==> config.mk <==
export PLATFORM = sky130hd
export DESIGN_NAME = xor_fold_seq
export DESIGN_NICKNAME = d
export VERILOG_FILES = /design/src/rtl/xor_fold_seq.sv
export SDC_FILE = /design/constraint.sdc
export NUM_CORES = 1
export LEC_CHECK = 0
export CAP_MARGIN = 10
export CORE_MARGIN = 5
export CORE_UTILIZATION = 55
export CTS_BUF_LIST = sky130_fd_sc_hd__clkbuf_8
export CTS_CLUSTER_SIZE = 8
export DETAILED_ROUTE_END_ITERATION = 7
export GPL_TIMING_DRIVEN = 0
export PLACE_DENSITY_LB_ADDON = 0.05
export SETUP_SLACK_MARGIN = 0.1
export SLEW_MARGIN = 15
export SYNTH_ARGS = -nofsm -noshare
export SYNTH_HDL_FRONTEND = slang
export SYNTH_SLANG_ARGS = --single-unit
==> constraint.sdc <==
create_clock -name clk -period 9.07 [get_ports clk]
set_clock_uncertainty 0.15 [all_clocks]
set_input_delay 2.721 -clock clk [delete_from_list [all_inputs] [get_ports clk]]
set_output_delay 2.721 -clock clk [all_outputs]
set_load 0.02 [all_outputs]
==> src/rtl/xor_fold_seq.sv <==
// xor_fold_seq: multi-cycle XOR signature sequencer.
//
// Reduces an IN_W-bit word to an 8-bit signature by walking it 16 bits at a
// time (LSB chunk first). Each chunk is folded to one byte (low ^ high) and the
// fold results are XOR-accumulated. Only one 16-to-8 fold stage exists, so the
// datapath stays one slice wide whatever IN_W is.
//
// Ports:
//   clk        clock, all state updates on the rising edge
//   rst        synchronous active-high reset
//   in_valid   producer has a word on in_data
//   in_ready   block can accept a word this cycle (IDLE)
//   in_data    word to fold, sampled only at the accept edge
//   abort      drops the job in flight (FOLD or DONE), ignored in IDLE
//   out_valid  out_sig holds a completed signature (DONE)
//   out_ready  consumer accepts out_sig
//   out_sig    folded signature, stable while out_valid is high
//   busy       high while folding
//   done_cnt   number of signatures delivered, wraps
//
// IN_W must be a multiple of 16 and at least 16.
module xor_fold_seq #(
    parameter int unsigned IN_W  = 64,
    parameter int unsigned CNT_W = 8
) (
    input  logic             clk,
    input  logic             rst,
    input  logic             in_valid,
    output logic             in_ready,
    input  logic [IN_W-1:0]  in_data,
    input  logic             abort,
    output logic             out_valid,
    input  logic             out_ready,
    output logic [7:0]       out_sig,
    output logic             busy,
    output logic [CNT_W-1:0] done_cnt
);

    localparam int unsigned N    = IN_W / 16;
    localparam int unsigned CntW = (N > 1) ? $clog2(N) : 1;
    localparam logic [CntW-1:0] LastCnt = CntW'(N - 1);

    typedef enum logic [1:0] {
        StIdle,
        StFold,
        StDone
    } state_e;

    state_e            state_q, state_d;
    logic [IN_W-1:0]   shift_q, shift_d;
    logic [7:0]        acc_q, acc_d;
    logic [CntW-1:0]   cnt_q, cnt_d;
    logic [CNT_W-1:0]  done_cnt_q, done_cnt_d;

    // Next-state and datapath.
    always_comb begin
        state_d    = state_q;
        shift_d    = shift_q;
        acc_d      = acc_q;
        cnt_d      = cnt_q;
        done_cnt_d = done_cnt_q;

        case (state_q)
            StIdle: begin
                // abort is deliberately not looked at here.
                if (in_valid) begin
                    shift_d = in_data;
                    acc_d   = 8'h00;
                    cnt_d   = '0;
                    state_d = StFold;
                end
            end
            StFold: begin
                if (abort) begin
                    acc_d   = 8'h00;
                    state_d = StIdle;
                end else begin
                    acc_d   = acc_q ^ shift_q[7:0] ^ shift_q[15:8];
                    shift_d = shift_q >> 16;
                    cnt_d   = cnt_q + CntW'(1);
                    if (cnt_q == LastCnt) begin
                        state_d = StDone;
                    end
                end
            end
            StDone: begin
                // abort wins over a simultaneous output handshake.
                if (abort) begin
                    acc_d   = 8'h00;
                    state_d = StIdle;
                end else if (out_ready) begin
                    done_cnt_d = done_cnt_q + CNT_W'(1);
                    state_d    = StIdle;
                end
            end
            default: begin
                state_d = StIdle;
            end
        endcase
    end

    // Control state with synchronous reset.
    always_ff @(posedge clk) begin
        if (rst) begin
            state_q    <= StIdle;
            acc_q      <= 8'h00;
            cnt_q      <= '0;
            done_cnt_q <= '0;
        end else begin
            state_q    <= state_d;
            acc_q      <= acc_d;
            cnt_q      <= cnt_d;
            done_cnt_q <= done_cnt_d;
        end
    end

    // Shift register content is irrelevant after reset, so it is not reset.
    always_ff @(posedge clk) begin
        shift_q <= shift_d;
    end

    // Output decode.
    always_comb begin
        in_ready  = (state_q == StIdle);
        busy      = (state_q == StFold);
        out_valid = (state_q == StDone);
        out_sig   = acc_q;
        done_cnt  = done_cnt_q;
    end

endmodule
==> results.py <==
metrics = {
    "timing": {
        "hold_viol_final": 0,
        "tns_ns": 0,
        "worstMarginPinSlew_ns": 0.761,
        "finalWorstSetupSlack_ns": 4.08,
        "drv_slew": 0,
        "whs_ns": 0.327,
        "finalCritPeriodShare": 0.550,
        "timing.fmax_mhz": 201,
        "period_needed_ns": 4.99,
        "rsz0062_at_grt": "false",
        "worst_slew_margin_rel": 0.492,
        "finalSetupViolations": 0,
    },
    "synth": {
        "ys_warn_count": 0,
        "synthFlopType": "edfxtp_1",
        "syn_nets": 426,
        "synth_edf_count": 64,
        "synth_top_area_share": 0.525,
        "yosysTopAreaCell": "edfxtp_1",
        "synth.distinct_cells": 30,
        "syn_area_per_cell_sq_um": 10.3,
        "netlist_instances": 355,
        "syn_area_sq_um": 3660,
        "seq_area_frac_synth": 0.634,
        "ys_ff_latch": 84,
        "synth_area_leaders": "edfxtp_1, nand2_1, dfxtp_1",
        "synth_async_sr_flop_share": 0,
    },
    "detailed_routing": {
        "drt_first_pass_iters": 4,
        "post_drt_wl_per_cell_um": 13.2,
        "via_per_inst": 4.93,
        "drtAntennaViolNets": 0,
        "drt_iter0_drc": 147,
        "post-route-drc-count": 0,
        "num_vias": 2635,
        "wl_mm": 7.07,
    },
    "placed_design": {
        "place_inst": 518,
        "pre_cts_slack_ns": 4.22,
        "gp_congestion": 0.792,
        "port-buffer-count": 86,
        "hpwl_mm": 5.17,
    },
    "floorplanning": {
        "start_util": 0.570,
        "ios": 88,
        "rows": 29,
        "die_w_um": 91.6,
        "die_area_sq_um": 8390,
        "dieHeight_um": 91.6,
        "coreArea_sq_um": 6420,
    },
    "pwr": {
        "irDropWorstVdd_v": 0.0000977,
        "power.leakage_uw": 0.00190,
        "powerDensity_nw_per_um2": 166,
    },
    "critical_path": {
        "cp-end-kind": "output pin",
        "crit_type": "reg2out",
        "path_cells": "nand2b_1, inv_2, clkbuf_1, clkdlybuf4s50_1",
        "path_max_fanout": 10,
        "cp-start-kind": "flop",
        "crit_arrival_ns": 2.12,
        "cpPeakStageDelay_ns": 0.70,
        "critPathSlowestCell": "clkdlybuf4s50_1",
        "cp.required_ns": 6.20,
    },
    "min_path": {
        "hp-class": "reg2reg",
    },
    "clocking": {
        "cts_setup_buffers": 0,
        "numCtsBuffers": 9,
        "ctsResizeCount": 0,
        "cts_tree": "built",
        "cts_buffer_depth": 2,
        "clkSinkCount": 84,
        "postCtsHoldBufs": 0,
        "htreeDepth": 3,
        "clk_latency_ns": 0.34,
        "cts-root-buf": "clkbuf_8",
        "clk_pin_slew_worst_paths_ns": 0.08,
    },
    "finish": {
        "nFillCells": 493,
        "drive_gt1_frac": 0.0766,
        "fin_nets": 523,
        "antenna_cells": 0,
        "final_cells": 534,
        "multi_input_area_sq_um": 1240,
        "seq_area_sq_um": 2320,
        "areaGrowthSynthToFinish_pct": 30.5,
    },
    "grt": {
        "antenna_found_initial": 0,
        "grt_pass1_vias": 2623,
        "grt_max_degree": 65,
        "overflow": 0,
        "grt_pass1_wl_mm": 11.9,
        "track_usage": 0.179,
    },
    "outcome": {
        "status": "finished clean",
    },
    "run": {
        "drv_cap": 0,
    },
}
per-layer routing:
| layer | global-route usage | part of all wire | up-vias |
|---|---|---|---|
| met2 | 0.316 | 0.52 | 73 |
| met1 | 0.211 | 0.41 | 1196 |
| li1 | - | - | 1362 |
| met5 | 0 | 0 | - |
| met3 | 0.0532 | 0.065 | 4 |
| met4 | 0.0528 | 0.0057 | 0 |
path summary, 6_finish.rpt:
check,startpoint,to,slack [ns],cells after the start
worst max-delay path,state_q[1],busy,4.08,4
worst min-delay path,out_sig[0],out_sig[0],0.33,1
worst max register to register,state_q[0],shift_q[39],7.05,3
worst min register to register,out_sig[0],out_sig[0],0.33,1
cells in the mapped netlist (2+ instances only):
cell and instances:
a211oi_2 8, a21oi_1 13, and2_1 16, buf_2 7, buf_6 2, clkbuf_1 7
dfxtp_1 20, edfxtp_1 64, ha_1 2, inv_1 3, nand2_1 146, nand2b_1 2
nand3_1 3, nor2_1 31, nor3_1 3, o21ai_0 2, or3_1 2, xnor2_1 12
stage by stage:
| stage | instance area [sq um] | power [uW] | util |
|---|---|---|---|
| final | 4780 | 794 | 0.744 |
| after global routing | 4780 | 834 | 0.744 |
| after floorplan | 3660 | 532 | - |
| after CTS | 4780 | 800 | 0.744 |
| after global placement | 4620 | 580 | 0.719 |
| after detailed placement | 4620 | 583 | 0.720 |
sequential cells by signal (all words and copies together), names as in the netlist:
name and cells:
out_sig 8, state_q 2, cnt_q 2, done_cnt 8, shift_q 64
cell type report:
class | count | area share
sequential | 84 | 0.486
multi-input combinational | 251 | 0.260
timing repair buffer | 86 | 0.180
clock buffer | 9 | 0.0259
tap | 77 | 0.0202
buffer | 16 | 0.0175
clock inverter | 7 | 0.00707
inverter | 4 | 0.00366
power by group:
group | switching [uW] | internal, uW
registers | 10.9 | 454
clock network | 125 | 95.2
logic | 55.4 | 53.8
total | 192 | 603
critical path, delay by kind of cell (launching register included):
family | cells | cell delay (ns)
DFF | 1 | 0.39
and+or+nand+nor | 1 | 0.23
buffers and inverters | 3 | 1.15
cell usage in the layout (no fill, tap or decap), types with 3 or more instances in the layout:
cell / instances
nor3_1: 3
a21oi_1: 13
nand3_1: 3
clkinv_2: 3
buf_2: 7
clkbuf_8: 9
clkdlybuf4s50_1: 86
and2_1: 16
nor2_1: 31
clkinv_1: 3
edfxtp_1: 64
nand2_1: 146
dfxtp_1: 20
clkbuf_1: 7
xnor2_1: 12
a211oi_2: 8
cell families (layout without fill, tap and decap cells):
kind of cell,Yosys count,in the layout,synth area share
xor+xnor,13,13,0.0311
fa+ha+maj,2,2,0.00683
buf+inv,20,122,0.0270
simple gates,209,209,0.242
mux,1,1,0.00273
compound gates,26,26,0.0560
flops,84,84,0.634
Power figures use the tool's default switching activity.
